## src/rtl/mem_controller_pkg.sv

```systemverilog
// Shared definitions for the RAM initiator: FSM encodings, default widths,
// and the byte-address decode constants.
package mem_controller_pkg;

    typedef enum logic [2:0] {
        ST_IDLE   = 3'd0,
        ST_RWAIT  = 3'd1,
        ST_WSETUP = 3'd2,
        ST_WPULSE = 3'd3,
        ST_WHOLD  = 3'd4,
        ST_RESP   = 3'd5
    } memState_e;

    localparam int DEFAULT_ADDR_WIDTH = 11;
    localparam int DEFAULT_DATA_WIDTH = 64;

    // Byte address bits 13:3 select the word; everything else must be zero.
    localparam int WORD_LSB = 3;
    localparam int WORD_MSB = 13;
    localparam logic [63:0] ADDR_ERR_MASK = 64'hFFFF_FFFF_FFFF_C007;

    function automatic logic addrError(input logic [63:0] addr);
        return |(addr & ADDR_ERR_MASK);
    endfunction

endpackage

```

## src/rtl/mem_controller_cycle_timer.sv

```systemverilog
// 4-bit loadable down-counter; done while the count is zero.
// Shared by the read-wait and write-pulse phases of the controller.
module cycle_timer (
    input  logic       clk,
    input  logic       resetN,
    input  logic       load,
    input  logic [3:0] loadValue,
    input  logic       enable,
    output logic       done
);

    logic [3:0] count_r;

    // Counter register: load has priority over decrement, stops at zero.
    always_ff @(posedge clk) begin
        if (!resetN) begin
            count_r <= 4'd0;
        end else if (load) begin
            count_r <= loadValue;
        end else if (enable && (count_r != 4'd0)) begin
            count_r <= count_r - 4'd1;
        end
    end

    assign done = (count_r == 4'd0);

endmodule

```

## src/rtl/mem_controller.sv

```systemverilog
// Single-outstanding load/store initiator for the 2048 x 64-bit RAM.
// Drives the RAM's level-sensitive port and returns one response per request.
module mem_controller
    import mem_controller_pkg::*;
#(
    parameter int ADDR_WIDTH  = DEFAULT_ADDR_WIDTH,
    parameter int DATA_WIDTH  = DEFAULT_DATA_WIDTH,
    parameter int READ_WAIT   = 1,
    parameter int WRITE_PULSE = 2
) (
    input  logic                  clk,
    input  logic                  resetN,
    input  logic                  reqValid,
    output logic                  reqReady,
    input  logic                  reqWrite,
    input  logic [63:0]           reqAddr,
    input  logic [63:0]           reqData,
    output logic                  respValid,
    input  logic                  respReady,
    output logic [63:0]           respData,
    output logic                  respError,
    output logic [ADDR_WIDTH-1:0] ramAddress,
    output logic                  ramIsReading,
    output logic [DATA_WIDTH-1:0] ramDataIn,
    input  logic [DATA_WIDTH-1:0] ramDataOut
);

    memState_e             state_r;
    memState_e             nextState_s;
    logic                  accept_s;
    logic                  reqError_s;
    logic                  timerLoad_s;
    logic [3:0]            timerLoadValue_s;
    logic                  timerEnable_s;
    logic                  timerDone_s;

    logic                  ramIsReading_r;
    logic [ADDR_WIDTH-1:0] ramAddress_r;
    logic [DATA_WIDTH-1:0] ramDataIn_r;
    logic                  respValid_r;
    logic [63:0]           respData_r;
    logic                  respError_r;

    // Ready is combinational so it drops the moment reset is asserted.
    assign reqReady   = resetN && (state_r == ST_IDLE);
    assign accept_s   = reqValid && (state_r == ST_IDLE);
    assign reqError_s = addrError(reqAddr);

    cycle_timer u_cycle_timer (
        .clk       (clk),
        .resetN    (resetN),
        .load      (timerLoad_s),
        .loadValue (timerLoadValue_s),
        .enable    (timerEnable_s),
        .done      (timerDone_s)
    );

    // State register.
    always_ff @(posedge clk) begin
        if (!resetN) begin
            state_r <= ST_IDLE;
        end else begin
            state_r <= nextState_s;
        end
    end

    // Next-state logic and timer control.
    always_comb begin
        nextState_s      = state_r;
        timerLoad_s      = 1'b0;
        timerLoadValue_s = 4'd0;
        timerEnable_s    = 1'b0;
        case (state_r)
            ST_IDLE: begin
                if (accept_s) begin
                    if (reqError_s) begin
                        nextState_s = ST_RESP;
                    end else if (reqWrite) begin
                        nextState_s = ST_WSETUP;
                    end else begin
                        nextState_s      = ST_RWAIT;
                        timerLoad_s      = 1'b1;
                        timerLoadValue_s = 4'(READ_WAIT - 1);
                    end
                end else begin
                    nextState_s = ST_IDLE;
                end
            end
            ST_RWAIT: begin
                if (timerDone_s) begin
                    nextState_s = ST_RESP;
                end else begin
                    timerEnable_s = 1'b1;
                end
            end
            ST_WSETUP: begin
                nextState_s      = ST_WPULSE;
                timerLoad_s      = 1'b1;
                timerLoadValue_s = 4'(WRITE_PULSE - 1);
            end
            ST_WPULSE: begin
                if (timerDone_s) begin
                    nextState_s = ST_WHOLD;
                end else begin
                    timerEnable_s = 1'b1;
                end
            end
            ST_WHOLD: begin
                nextState_s = ST_RESP;
            end
            ST_RESP: begin
                if (respReady) begin
                    nextState_s = ST_IDLE;
                end else begin
                    nextState_s = ST_RESP;
                end
            end
            default: begin
                nextState_s = ST_IDLE;
            end
        endcase
    end

    // Output registers; RAM address/data move only when a good request is accepted.
    always_ff @(posedge clk) begin
        if (!resetN) begin
            ramIsReading_r <= 1'b1;
            ramAddress_r   <= '0;
            ramDataIn_r    <= '0;
            respValid_r    <= 1'b0;
            respData_r     <= 64'd0;
            respError_r    <= 1'b0;
        end else begin
            ramIsReading_r <= (nextState_s != ST_WPULSE);
            respValid_r    <= (nextState_s == ST_RESP);
            if (accept_s) begin
                respData_r  <= 64'd0;
                respError_r <= reqError_s;
                if (!reqError_s) begin
                    ramAddress_r <= ADDR_WIDTH'(reqAddr[WORD_MSB:WORD_LSB]);
                    ramDataIn_r  <= reqData[DATA_WIDTH-1:0];
                end
            end else if ((state_r == ST_RWAIT) && timerDone_s) begin
                respData_r <= 64'(ramDataOut);
            end
        end
    end

    assign ramIsReading = ramIsReading_r;
    assign ramAddress   = ramAddress_r;
    assign ramDataIn    = ramDataIn_r;
    assign respValid    = respValid_r;
    assign respData     = respData_r;
    assign respError    = respError_r;

endmodule
```

## config.mk

```make
export PLATFORM = sky130hd
export DESIGN_NAME = mem_controller
export DESIGN_NICKNAME = d
export VERILOG_FILES = /design/src/rtl/mem_controller_pkg.sv /design/src/rtl/mem_controller_cycle_timer.sv /design/src/rtl/mem_controller.sv
export SDC_FILE = /design/constraint.sdc
export NUM_CORES = 1
export LEC_CHECK = 0
export ABC_AREA = 0
export BUFFER_PORTS_ARGS = -buffer_cell sky130_fd_sc_hd__buf_2
export CORE_AREA = 2 2 132 134
export DETAILED_ROUTE_END_ITERATION = 10
export DIE_AREA = 0 0 134 136
export PLACE_DENSITY = 0.68
export SLEW_MARGIN = 0
export SYNTH_ARGS = -nofsm -noshare
export SYNTH_HDL_FRONTEND = slang
export SYNTH_SLANG_ARGS = --single-unit
export TNS_END_PERCENT = 5
```

## constraint.sdc

```tcl
create_clock -name clk -period 3.5 [get_ports clk]
set_clock_uncertainty 0.15 [all_clocks]
set_input_delay 0.35 -clock clk [delete_from_list [all_inputs] [get_ports clk]]
set_output_delay 0.35 -clock clk [all_outputs]
set_load 0.005 [all_outputs]
```

---- Yosys cells after proc, flatten, opt, wreduce, memory -nomap -nowiden ----
Cells that the tools add are included.
word-level totals
  bits in registers ....................... 149
  latch bits .............................. 0
  bits in writable memories ............... 0
  bits in read-only memories .............. 0
  output and inout port bits .............. 143
  logic and storage cells ................. 46
  memories ................................ 0
operators by class
  add/subtract/negate cells ............... 1
  $mul .................................... 0
  divide/modulo/power cells ............... 0
  $lt $le $gt $ge ......................... 0
  equal/unequal tests ..................... 7
  shift operators ......................... 0
  mux-type cells .......................... 16
  bitwise logic cells ..................... 2
  reductions and logical operators ........ 12
operators with widths
  cell                                                                     number
  53-bit OR reduction                                                      1
  3-bit case mux with 6 select lines                                       1
  3-bit 2-to-1 mux                                                         5
  3-bit equality test, second input constant                               3
  4-bit 2-to-1 mux                                                         2
  3-bit by 2-bit equality test with 1-bit output, second input constant    2
  1-bit 2-to-1 mux                                                         6
  1-bit logical AND                                                        4
  4-bit zero test                                                          1
  4-bit nonzero test                                                       1
  2-bit OR reduction                                                       2
  4-bit by 1-bit subtractor with 4-bit output, second input constant       1
  3-bit by 1-bit equality test with 1-bit output, second input constant    1
  3-bit zero test                                                          1
  3-bit by 2-bit inequality test with 1-bit output, second input constant  1
  2-bit 2-to-1 mux                                                         1
  1-bit NOT                                                                2
  1-bit case mux with 2 select lines                                       1
  2-bit AND reduction                                                      1
  2-bit nonzero test                                                       1

---- Longest topological paths before layout ----
Gate-level depths: netlist of run 1.
  word-level depth ........................ 6
  gate-level depth with buffers ........... 8
  depth with buffers taken out ............ 6

---- Cells and area by module ----
From an unflattened synthesis of run 1, not the netlist that was laid out.
second synthesis, totals
  cell total of the unflattened synthesis .. 698
  area total of the unflattened synthesis .. 5634.2 µm²
modules (own cells, without submodules)
  module          instances  cells an instance  area an instance (µm²)  sequential area each (µm²)
  mem_controller  1          667                5377.7                  2902.8
  cycle_timer     1          31                 256.5                   80.1

---- Worst setup path before layout of run 1 ----
OpenSTA, ideal clock, no wires.
  kind .................................... reg-to-reg
  start ................................... register u_cycle_timer.count_r[0]
  end ..................................... register respData_r[10], in the netlist respData[10]
  setup time .............................. 0.132 ns
  data arrival time ....................... 1.875 ns
  slack ................................... 1.343 ns
  cell stages (with the launch flop) ...... 9
  clock period less this slack ............ 2.157 ns
  cell sequence ........................... dfxtp_1 inv_1 ha_1 or3b_2 or3_1 clkbuf_1 clkbuf_1 nand2_1 a21oi_1
on the way
  longest elaborated chain between the ends .. 2
ends and longest elaborated chain
  what                    RTL line                          source
  from (decl)             mem_controller_cycle_timer.sv:12  logic [3:0] count_r;
  from (signal assigned)  mem_controller_cycle_timer.sv:19  count_r <= loadValue;
  from (signal assigned)  mem_controller_cycle_timer.sv:21  count_r <= count_r - 4'd1;
  4-bit zero test         mem_controller_cycle_timer.sv:25  assign done = (count_r == 4'd0);
  1-bit logical AND       mem_controller.sv:143             end else if ((state_r == ST_RWAIT) && timerDone_s) begin
  to (signal assigned)    mem_controller.sv:144             respData_r <= 64'(ramDataOut);
  to (decl)               mem_controller.sv:41              logic [63:0] respData_r;
No other way between the ends.
A chain may end at the register's enable or synchronous reset.

---- Worst setup path after layout of run 1 ----
  start ................................... register u_cycle_timer.count_r[0]
  end ..................................... register respData_r[39], in the netlist respData[39]
Same word-level chain as after synthesis.

==> Flow_metrics.wiki, run 1 <==
{| class="wikitable"
! Metric !! Value
|-
| Global-route wire length before repair || 24.9 mm
|-
| Pins Over Slew Limit || 0
|-
| Post-DP HPWL || 11.4 mm
|-
| Number of H-tree levels || 4
|-
| Crit Reg-Reg Startpoint || u_cycle_timer.count_r[0]$_SDFFE_PN0P_
|-
| Later-pin clock latency in the skew report || 0.41 ns
|-
| Power per standard cell area || 580 nW/µm²
|-
| Antenna violations before repair || 1
|-
| Resized Gates After CTS || 0
|-
| Flip-flop cell with the highest count after synthesis || dfxtp_1
|-
| Total routed wirelength || 16.1 mm
|-
| Total routing usage reported by global routing || 16.9%
|-
| Met1 demand-to-capacity share in global routing || 21.0%
|-
| CTS sink count || 149
|-
| Max VDD drop || 0.314 mV
|-
| Cells after synthesis || 684
|-
| Number of cells on the worst hold path || 3
|-
| Met2 Track Usage GR || 26.7%
|-
| Headroom to the max-slew limit || 22.3%
|-
| Kind of end point of the critical path || flop
|-
| Synth warnings || 0
|-
| Post-Synthesis Cell Area || 5760 µm²
|-
| Maximum buffer depth of the clock tree || 2
|-
| Initial DRT Pass Iterations || 4
|-
| Result of the run || complete, no violations
|-
| Via count of the routed design || 5,624
|-
| Die Ht || 136 µm
|-
| Post-synthesis to final-layout area growth || 42.8%
|-
| Critical Path Slowest Stage Cell || or3_2
|-
| Static power due to leakage || 0.00376 µW
|-
| Most common cell after layout, fill and taps aside || buf_2
|-
| Worst Path Class, Setup || flop to flop
|-
| Number of nets in the layout || 1,200
|-
| Destination of the worst hold path || ramDataIn[12]$_SDFFE_PN0P_
|-
| Clock input transition at the sequential cells of the worst setup and hold paths || 0.07 ns
|-
| Final hold vios || 0
|-
| Post-synth ARST share || 0%
|-
| Cell chosen for the clock root || clkbuf_16
|-
| Top-Level Pins || 340
|-
| CP peak stage delay || 0.96 ns
|-
| Number of flip-flops and latches in the synthesized netlist || 149
|-
| Via density || 4.54
|-
| Area share of the largest cell type after synthesis || 51.7%
|-
| Fraction of layout cells with a size suffix above 1 || 37.7%
|-
| Largest net degree at the start of global routing || 101
|-
| Data required, critical path || 3.62 ns
|-
| Unrepaired setup endpoints after global routing || no
|-
| Avg Inst Size Synth || 8.43 µm²
|-
| Final clock period utilization by the worst path || 76.3%
|-
| Full die area || 18,200 µm²
|-
| Number of enable-type register cells in the synthesized netlist || 0
|-
| Remaining Overflow, GRT || 0
|-
| Leading cell types in the layout, fill and taps excluded || buf_2, nand2_1, dfxtp_1, mux2i_1, a21oi_1
|-
| FP Rows || 48
|-
| Worst Setup Start Kind || flop
|-
| Horiz. Die Dim || 134 µm
|-
| Violation count after the first detailed-route iteration || 165
|-
| Cts bufs inserted || 17
|-
| Sequential cell area fraction in the yosys report || 51.7%
|-
| WHS || 0.0182 ns
|-
| Gpl congestion || 0.795
|-
| Routed wire per std cell || 13.0 µm
|-
| Number of maximum-capacitance constraint violations || 0
|-
| Synthesized netlist net count || 882
|-
| Unique cell type count in the Yosys netlist || 35
|-
| Port Buffers || 339
|-
| Main area contributors after synthesis || dfxtp_1, nand2_1, mux2i_1
|-
| Postcts setup bufs || 0
|-
| Maximum operating frequency || 0.375 GHz
|-
| Worst Max-Slew Pin Slew || 1.17 ns
|-
| Data arrival, critical path || 2.79 ns
|-
| Core Area || 16,900 µm²
|-
| DRC viols || 0
|-
| CP Cell Sequence || inv_1, ha_1, or3b_2, or3_2, nand2_1, a21oi_1
|-
| Final number of setup-violating endpoints || 0
|-
| Capture point of the worst reg-to-reg path || respData[39]$_SDFFE_PP0P_
|-
| Class of the worst hold path || primary input to flop
|-
| Antenna viol nets, final || 0
|-
| Worst R2R Setup Slack || 0.83 ns
|-
| Worst Reg-to-Reg Cells || 6
|-
| Met3 demand-to-capacity share in global routing || 7.42%
|-
| Final critical-path required period || 2.67 ns
|-
| Number of global-route vias before repair || 5,147
|-
| Maximum net fanout on the critical path || 64
|-
| Initial Util || 34.2%
|-
| Post-synthesis cell type with the largest combined area || dfxtp_1
|-
| Clock tree from TritonCTS || yes
|-
| Post-Route Setup TNS || 0 ns
|-
| Antenna diode instance count || 0
|-
| Most utilized layer in the global route result || met2
|-
| Launch point of the worst hold path || reqData[12]
|}
logic make-up (layout without fill, tap and decap cells):
group / Yosys count / in the layout / share of synthesized area (%)
mux: 77 / 77 / 13.4
flops: 149 / 149 / 51.7
fa+ha+maj: 1 / 1 / 0.217
xor+xnor: 1 / 1 / 0.152
compound gates: 80 / 80 / 7.42
simple gates: 326 / 326 / 23.3
buf+inv: 50 / 380 / 3.80
worst max-delay path by stage:
stage               slack (ns)                         to                                  start
floorplan                 1.34  respData[10]$_SDFFE_PP0P_  u_cycle_timer.count_r[0]$_SDFFE_PN0P_
global placement          0.85  respData[13]$_SDFFE_PP0P_  u_cycle_timer.count_r[0]$_SDFFE_PN0P_
detailed placement        0.82  respData[39]$_SDFFE_PP0P_  u_cycle_timer.count_r[0]$_SDFFE_PN0P_
CTS                       0.81  respData[39]$_SDFFE_PP0P_  u_cycle_timer.count_r[0]$_SDFFE_PN0P_
global route              0.67  respData[39]$_SDFFE_PP0P_  u_cycle_timer.count_r[0]$_SDFFE_PN0P_
finish                    0.83  respData[39]$_SDFFE_PP0P_  u_cycle_timer.count_r[0]$_SDFFE_PN0P_
through the flow:
stage          setup WS (ns)  area (µm²)  instances  utilization (%)  power, µW
6_report               0.831        8230       1239             48.8       4770
5_1_grt                0.674        8230       1239             48.8       5060
4_1_cts                0.809        8230       1239             48.8       4860
3_5_place_dp           0.820        7630       1207             45.2       3020
3_3_place_gp           0.848        7630       1207             45.2       3000
2_1_floorplan           1.34        5760        684                -       2570
sequential cells by signal, indices dropped and copies added (netlist names):
name                   count
ramIsReading               1
ramDataIn                 64
ramAddress                11
respData                  64
respValid                  1
respError                  1
u_cycle_timer.count_r      4
state_r                    3
cell usage after synthesis (all sizes together) (2+ instances only):
cell type,number
a211oi,4
nand2,283
dfxtp,149
and3,2
buf,8
a21oi,66
nor3,3
inv,4
nor3b,2
nor4,16
mux2i,76
nand2b,2
nor2,5
o21ai,6
nand4,3
clkbuf,38
nand3,3
worst max-delay path, delay by kind of cell (launching register included):
family / cells / cell delay (ns)
compound gates: 1 / 0.08
flops: 1 / 0.33
simple gates: 3 / 1.69
fa+ha+maj: 1 / 0.18
buf+inv: 1 / 0.06
area by class of cell:
class | count | area [µm²]
fill | 1642 | 8640
sequential | 149 | 2980
multi-input combinational | 485 | 2580
timing repair buffer | 345 | 1780
clock buffer | 18 | 439
tap | 225 | 282
clock inverter | 13 | 149
inverter | 4 | 15.0
repair_timing:
| item | CTS | global route |
|---|---|---|
| hold buffers | 1 | 0 |
| endpoints found under the setup margin | 0 | 0 |
| endpoints found under the hold margin | 1 | 0 |
metal layers:
layer  wire [µm]  vias to the layer above
li1            -                     2901
met1        7090                     2479
met2        7160                      228
met3        1680                       14
met4         170                        2
met5          17                        -
where the power goes:
part / leakage, µW / total [µW] / switching [µW] / internal, µW
clock: 0.000280 / 1810 / 737 / 1080
combinational: 0.00227 / 995 / 609 / 386
sequential: 0.00121 / 1970 / 95.5 / 1870
total: 0.00376 / 4770 / 1440 / 3330
No activity file was read; power rests on OpenSTA's default activity.
==> run 2: changes to the inputs <==
- clock period: 3.5 -> 2.59 ns (I/O delays scaled with it)
==> run 2 against run 1 <==
Combinational power grew 60%. First-iteration DRC count up 45%. Global-route usage is 3.5 points higher. Largest power group is now clock. Clock power is 49% higher. Utilization up 9.2 points. Critical endpoint is now respData[33]$_SDFFE_PP0P_. Highest routed layer is now met4. Count of clock-buffer cells in the layout did not move. Sequential power grew 36%. Register-to-register slack got worse by 0.55 ns. Total power rose by 46%. Setup slack worse by 0.55 ns. Die area is the same. Critical path depth up 1.
==> Flow_metrics.wiki, run 2 (synthesis results as in run 1) <==
{| class="wikitable"
! Metric !! Value
|-
| Post-Route Setup TNS || 0 ns (unchanged)
|-
| Number of filler instances in the final layout || 1,407 (was 1,642)
|-
| Total routing usage reported by global routing || 20.4% (was 16.9%)
|-
| Number of global-route vias before repair || 6,164 (was 5,147)
|-
| Worst Setup Start Kind || flop (unchanged)
|-
| Number of H-tree levels || 4 (unchanged)
|-
| Port Buffers || 339 (unchanged)
|-
| Proportion of power drawn by the clock network || 38.7% (was 38.0%)
|-
| Power per standard cell area || 711 nW/µm² (was 580 nW/µm²)
|-
| Final clock period utilization by the worst path || 89.2% (was 76.3%)
|-
| Combinational Power Share || 22.9% (was 20.8%)
|-
| Psw || 2020 µW (was 1440 µW)
|-
| Max VDD drop || 0.475 mV (was 0.314 mV)
|-
| Gpl congestion || 0.776 (was 0.795)
|-
| Part of the power in registers || 38.4% (was 41.2%)
|-
| Final critical-path required period || 2.31 ns (was 2.67 ns)
|-
| Sequential cell area || 2980 µm² (unchanged)
|-
| Core Area || 16,900 µm² (unchanged)
|-
| Post-synthesis to final-layout area growth || 69.7% (was 42.8%)
|-
| Full die area || 18,200 µm² (unchanged)
|-
| Maximum operating frequency || 0.433 GHz (was 0.375 GHz)
|-
| Class of the worst hold path || primary input to flop (unchanged)
|-
| Static power due to leakage || 0.00443 µW (was 0.00376 µW)
|-
| CP peak stage delay || 0.51 ns (was 0.96 ns)
|-
| WHS || 0.0621 ns (was 0.0182 ns)
|-
| Cts bufs inserted || 17 (unchanged)
|-
| Dpl cell area || 7750 µm² (was 7630 µm²)
|-
| Post-DP HPWL || 11.5 mm (was 11.4 mm)
|-
| CP Cell Sequence || inv_1, ha_1, or3b_2, or3_2, buf_12, nand2_1, a21oi_1 (was inv_1, ha_1, or3b_2, or3_2, nand2_1, a21oi_1)
|-
| Data required, critical path || 2.73 ns (was 3.62 ns)
|-
| Net switching share of the total power || 29.1% (was 30.2%)
|-
| Clock tree from TritonCTS || yes (unchanged)
|-
| Horiz. Die Dim || 134 µm (unchanged)
|-
| Unrepaired setup endpoints after global routing || no (unchanged)
|-
| Area of combinational cells with multiple inputs || 2580 µm² (unchanged)
|-
| Initial Util || 34.2% (unchanged)
|-
| Final number of setup-violating endpoints || 0 (unchanged)
|-
| Maximum net fanout on the critical path || 64 (unchanged)
|-
| Remaining Overflow, GRT || 0 (unchanged)
|-
| Critical Path Slowest Stage Cell || or3b_2 (was or3_2)
|-
| Most common cell after layout, fill and taps aside || buf_2 (unchanged)
|-
| Via density || 4.65 (was 4.54)
|-
| Crit path max-delay family || simple AND/OR/NAND/NOR gates (unchanged)
|-
| Top-Level Pins || 340 (unchanged)
|-
| Util after Layout || 58.0% (was 48.8%)
|-
| Initial DRT Pass Iterations || 4 (unchanged)
|-
| Worst Path Class, Setup || flop to flop (unchanged)
|-
| Largest net degree at the start of global routing || 152 (was 101)
|-
| Maximum buffer depth of the clock tree || 2 (unchanged)
|-
| Internal power || 4930 µW (was 3330 µW)
|-
| Kind of end point of the critical path || flop (unchanged)
|-
| Post-route standard cell area excluding fillers || 9780 µm² (was 8230 µm²)
|-
| Total routed wirelength || 19.4 mm (was 16.1 mm)
|-
| Via count of the routed design || 6,446 (was 5,624)
|-
| Die Ht || 136 µm (unchanged)
|-
| Antenna viol nets, final || 0 (unchanged)
|-
| Number of maximum-capacitance constraint violations || 0 (unchanged)
|-
| Fraction of layout cells with a size suffix above 1 || 33.6% (was 37.7%)
|-
| Final hold vios || 0 (unchanged)
|-
| Antenna diode instance count || 0 (unchanged)
|-
| Postcts setup bufs || 0 (unchanged)
|-
| Count of buffer and inverter cells on the critical path || 2 (was 1)
|-
| Later-pin clock latency in the skew report || 0.41 ns (about the same)
|-
| Cell chosen for the clock root || clkbuf_16 (unchanged)
|-
| Worst Max-Slew Pin Slew || 0.608 ns (was 1.17 ns)
|-
| PnR Total Power || 6950 µW (was 4770 µW)
|-
| Routed wire per std cell || 14.0 µm (was 13.0 µm)
|-
| Headroom to the max-slew limit || 59.5% (was 22.3%)
|-
| Leading cell types in the layout, fill and taps excluded || buf_2, nand2_1, dfxtp_1, dlygate4sd3_1, mux2i_1 (was buf_2, nand2_1, dfxtp_1, mux2i_1, a21oi_1)
|-
| Global-route wire length before repair || 30.1 mm (was 24.9 mm)
|-
| Violation count after the first detailed-route iteration || 239 (was 165)
|-
| Antenna violations before repair || 0 (was 1)
|-
| CTS sink count || 149 (unchanged)
|-
| Result of the run || complete, no violations (unchanged)
|-
| DRC viols || 0 (unchanged)
|-
| FP Rows || 48 (unchanged)
|-
| Data arrival, critical path || 2.45 ns (was 2.79 ns)
|-
| Pins Over Slew Limit || 0 (unchanged)
|-
| Clock input transition at the sequential cells of the worst setup and hold paths || 0.06 ns (was 0.07 ns)
|-
| Number of nets in the layout || 1,349 (was 1,200)
|}
## run 2: cell count changes in the layout (fill, tap and decap cells not counted)
cell	change
dlygate4sd3_1	+139
bufinv_16	+3
clkbuf_1	+1
clkinvlp_4	-1
buf_12	+3
inv_6	-3
clkbuf_8	-1
buf_4	+7
## run 2: worst reg2reg max path, cell delays in order, from the launching register on
cell and delay [ns]:
dfxtp_1 0.33, inv_1 0.06, ha_1 0.18, or3b_2 0.51
or3_2 0.50, buf_12 0.21, nand2_1 0.17, a21oi_1 0.08
## run 2: per-stage QoR
| step | setup WS (ns) | instances |
|---|---|---|
| floorplan | 0.433 | 684 |
| global placement | 0.294 | 1217 |
| detailed placement | 0.278 | 1217 |
| CTS | 0.324 | 1387 |
| global route | 0.189 | 1387 |
| finish | 0.279 | 1387 |
## run 2: per-layer routing
metal | track usage [%] | routed length, µm | vias up
met5 | 0 | 0 | -
met4 | 8.04 | 403 | 0
met3 | 6.82 | 1710 | 34
met2 | 34.0 | 9110 | 302
met1 | 24.4 | 8160 | 2921
li1 | - | - | 3189
## run 2: worst paths after layout
kind	startpoint	endpoint	slack (ns)	cells after the start
max	u_cycle_timer.count_r[0]$_SDFFE_PN0P_	respData[33]$_SDFFE_PP0P_	0.28	7
min reg2reg	respData[18]$_SDFFE_PP0P_	respData[18]$_SDFFE_PP0P_	0.30	2
min	reqWrite	u_cycle_timer.count_r[0]$_SDFFE_PN0P_	0.06	3
max reg2reg	u_cycle_timer.count_r[0]$_SDFFE_PN0P_	respData[33]$_SDFFE_PP0P_	0.28	7
## run 2: cell type report
| class | count | area share, % |
|---|---|---|
| sequential | 149 | 30.5 |
| clock buffer | 18 | 4.39 |
| multi-input combinational | 485 | 26.4 |
| tap | 225 | 2.88 |
| inverter | 4 | 0.153 |
| clock inverter | 12 | 2.10 |
| timing repair buffer | 494 | 33.6 |
## run 2: power groups by stage
stage	logic (µW)	clock network, µW	registers [µW]
2_1_floorplan	750	0	2720
3_3_place_gp	1400	0	2710
3_5_place_dp	1410	0	2720
4_1_cts	1580	2760	2660
5_1_grt	1770	2840	2700
6_report	1590	2690	2670
## run 2: repair_timing
item | CTS | global route
setup endpoints to repair | 0 | 0
hold buffers | 140 | 0
endpoints found under the hold margin | 141 | 0
resized for setup | 0 | 0
==> run 3: changes to the inputs <==
- REMOVE_ABC_BUFFERS: default -> 1
==> run 3 against run 2 <==
Cell count down 0.22%. Routed wire length up 0.12%. Via count down 0.98%. Die area unchanged. Hold slack better by 0.0036 ns. Design area down 0.23%. Maximum frequency down 0.68%. Critical path depth unchanged. Flip-flop and latch count unchanged. Total power down 0.81%. Highest routed layer unchanged.
==> Flow_metrics.wiki, run 3 (synthesis results as in run 1) <==
{| class="wikitable"
! Metric !! Value
|-
| Result of the run || complete, no violations (unchanged)
|-
| Max VDD drop || 0.477 mV (was 0.475 mV)
|-
| Antenna violations before repair || 0 (unchanged)
|-
| Crit path max-delay family || simple AND/OR/NAND/NOR gates (unchanged)
|-
| Fraction of layout cells with a size suffix above 1 || 33.5% (was 33.6%)
|-
| Setup crit start || u_cycle_timer.count_r[1]$_SDFFE_PN0P_ (was u_cycle_timer.count_r[0]$_SDFFE_PN0P_)
|-
| Routed wire per std cell || 14.0 µm (about the same)
|-
| Crit Reg-Reg Startpoint || u_cycle_timer.count_r[1]$_SDFFE_PN0P_ (was u_cycle_timer.count_r[0]$_SDFFE_PN0P_)
|-
| Worst Reg-to-Reg Cells || 7 (unchanged)
|-
| Number of filler instances in the final layout || 1,420 (was 1,407)
|-
| CTS sink count || 149 (unchanged)
|-
| Postcts setup bufs || 0 (unchanged)
|-
| Final number of setup-violating endpoints || 0 (unchanged)
|-
| Destination of the worst hold path || u_cycle_timer.count_r[0]$_SDFFE_PN0P_ (unchanged)
|-
| CP peak stage delay || 0.51 ns (about the same)
|-
| Unrepaired setup endpoints after global routing || no (unchanged)
|-
| Static power due to leakage || 0.00441 µW (was 0.00443 µW)
|-
| Number of H-tree levels || 4 (unchanged)
|-
| Die Ht || 136 µm (unchanged)
|-
| Port Buffers || 339 (unchanged)
|-
| Post-synthesis to final-layout area growth || 69.3% (was 69.7%)
|-
| Horiz. Die Dim || 134 µm (unchanged)
|-
| Resized Gates After CTS || 0 (unchanged)
|-
| Headroom to the max-slew limit || 59.6% (was 59.5%)
|-
| Final critical-path required period || 2.33 ns (was 2.31 ns)
|-
| Non-filler cells in the finished layout || 1,384 (was 1,387)
|-
| Total routing usage reported by global routing || 20.4% (about the same)
|-
| Post-DP HPWL || 12.1 mm (was 11.5 mm)
|-
| Violation count after the first detailed-route iteration || 285 (was 239)
|-
| DRC viols || 0 (unchanged)
|-
| Full die area || 18,200 µm² (unchanged)
|-
| Clock input transition at the sequential cells of the worst setup and hold paths || 0.06 ns (about the same)
|-
| Initial Util || 34.2% (unchanged)
|-
| Antenna viol nets, final || 0 (unchanged)
|-
| Number of maximum-capacitance constraint violations || 0 (unchanged)
|-
| Worst R2R Setup Slack || 0.26 ns (was 0.28 ns)
|-
| Number of cells on the worst hold path || 3 (unchanged)
|-
| Largest net degree at the start of global routing || 79 (was 152)
|-
| Number of nets in the layout || 1,345 (was 1,349)
|-
| Top-Level Pins || 340 (unchanged)
|-
| Maximum net fanout on the critical path || 64 (unchanged)
|-
| Number of hold buffers added after cts || 139 (was 140)
|-
| Count of buffer and inverter cells on the critical path || 2 (unchanged)
|-
| Remaining Overflow, GRT || 0 (unchanged)
|-
| Capture point of the worst reg-to-reg path || respData[52]$_SDFFE_PP0P_ (was respData[33]$_SDFFE_PP0P_)
|-
| Power per standard cell area || 707 nW/µm² (was 711 nW/µm²)
|-
| FP Rows || 48 (unchanged)
|-
| Most common cell after layout, fill and taps aside || buf_2 (unchanged)
|-
| Final hold vios || 0 (unchanged)
|-
| Data required, critical path || 2.73 ns (about the same)
|-
| Worst Setup Start Kind || flop (unchanged)
|-
| Post-Route Setup TNS || 0 ns (unchanged)
|-
| Worst Max-Slew Pin Slew || 0.598 ns (was 0.608 ns)
|-
| Total routed wirelength || 19.4 mm (about the same)
|-
| Worst Path Class, Setup || flop to flop (unchanged)
|-
| Maximum buffer depth of the clock tree || 2 (unchanged)
|-
| Final setup slack of the worst path || 0.263 ns (was 0.279 ns)
|-
| Via count of the routed design || 6,383 (was 6,446)
|-
| PnR Total Power || 6900 µW (was 6950 µW)
|-
| Launch point of the worst hold path || reqWrite (unchanged)
|-
| Final clock period utilization by the worst path || 89.8% (was 89.2%)
|-
| Leading cell types in the layout, fill and taps excluded || buf_2, nand2_1, dfxtp_1, dlygate4sd3_1, mux2i_1 (unchanged)
|-
| Initial DRT Pass Iterations || 4 (unchanged)
|-
| Clock tree from TritonCTS || yes (unchanged)
|-
| Worst setup timing slack at the placement stage || 0.286 ns (was 0.278 ns)
|-
| Post-Place Cells || 1,214 (was 1,217)
|-
| CP Cell Sequence || inv_1, ha_1, or3b_2, or3_2, buf_12, nand2_1, a21oi_1 (unchanged)
|-
| Global-route wire length before repair || 29.7 mm (was 30.1 mm)
|-
| Antenna diode instance count || 0 (unchanged)
|-
| Maximum operating frequency || 0.430 GHz (was 0.433 GHz)
|-
| Number of global-route vias before repair || 6,234 (was 6,164)
|-
| Critical Path Slowest Stage Cell || or3b_2 (unchanged)
|-
| Data arrival, critical path || 2.47 ns (was 2.45 ns)
|-
| Via density || 4.61 (was 4.65)
|-
| Gpl congestion || 0.812 (was 0.776)
|-
| Cell chosen for the clock root || clkbuf_16 (unchanged)
|-
| Class of the worst hold path || primary input to flop (unchanged)
|-
| Kind of end point of the critical path || flop (unchanged)
|-
| WHS || 0.0657 ns (was 0.0621 ns)
|-
| Later-pin clock latency in the skew report || 0.41 ns (about the same)
|-
| Cts bufs inserted || 17 (unchanged)
|-
| Core Area || 16,900 µm² (unchanged)
|-
| Pins Over Slew Limit || 0 (unchanged)
|}
## run 3: cell count changes in the layout (fill, tap and decap cells not counted)
cell | previous run | this run
buf_4 | 10 | 6
clkbuf_8 | 0 | 2
buf_12 | 6 | 7
bufinv_16 | 5 | 4
dlygate4sd3_1 | 140 | 139
## run 3: worst max-delay path by stage
stage	depth (start not counted)	slack (ns)	endpoint
floorplan	4	-4.95	u_cycle_timer.count_r[0]$_SDFFE_PN0P_
global placement	7	0.33	ramDataIn[11]$_SDFFE_PN0P_
detailed placement	7	0.29	ramDataIn[46]$_SDFFE_PN0P_
CTS	7	0.31	respData[15]$_SDFFE_PP0P_
global route	7	0.18	respData[49]$_SDFFE_PP0P_
finish	7	0.26	respData[52]$_SDFFE_PP0P_
## run 3: final cells by class
| type | count | area, µm² | share of cell area (%) |
|---|---|---|---|
| clock buffers | 20 | 457 | 4.68 |
| well taps | 225 | 282 | 2.88 |
| clock inverters | 11 | 175 | 1.79 |
| flip-flops and latches | 149 | 2980 | 30.6 |
| inverters | 4 | 15.0 | 0.154 |
| multi-input cells | 485 | 2580 | 26.4 |
| repair buffers | 490 | 3270 | 33.5 |
## run 3: metrics by stage
stage	util, %	area, µm²
3_3_place_gp	45.8	7740
5_1_grt	57.8	9760
4_1_cts	57.8	9760
3_5_place_dp	45.8	7740
6_report	57.8	9760
2_1_floorplan	-	5560
## run 3: layer usage
layer	vias up	wire length [µm]	track usage, %
li1	3179	-	-
met1	2910	7470	21.8
met2	240	10200	38.2
met3	54	998	4.18
met4	0	702	10.3
met5	-	0	0
## run 3: worst min-delay path, cell delays in order
cell and delay [ns]:
buf_2 0.11, a21oi_1 0.12, a221oi_1 0.08
## run 3: power breakdown
part	switching [µW]	internal [µW]	leakage, µW
Clock	974	1670	0.000303
Combinational	900	701	0.00290
Sequential	128	2530	0.00121
Total	2000	4890	0.00441
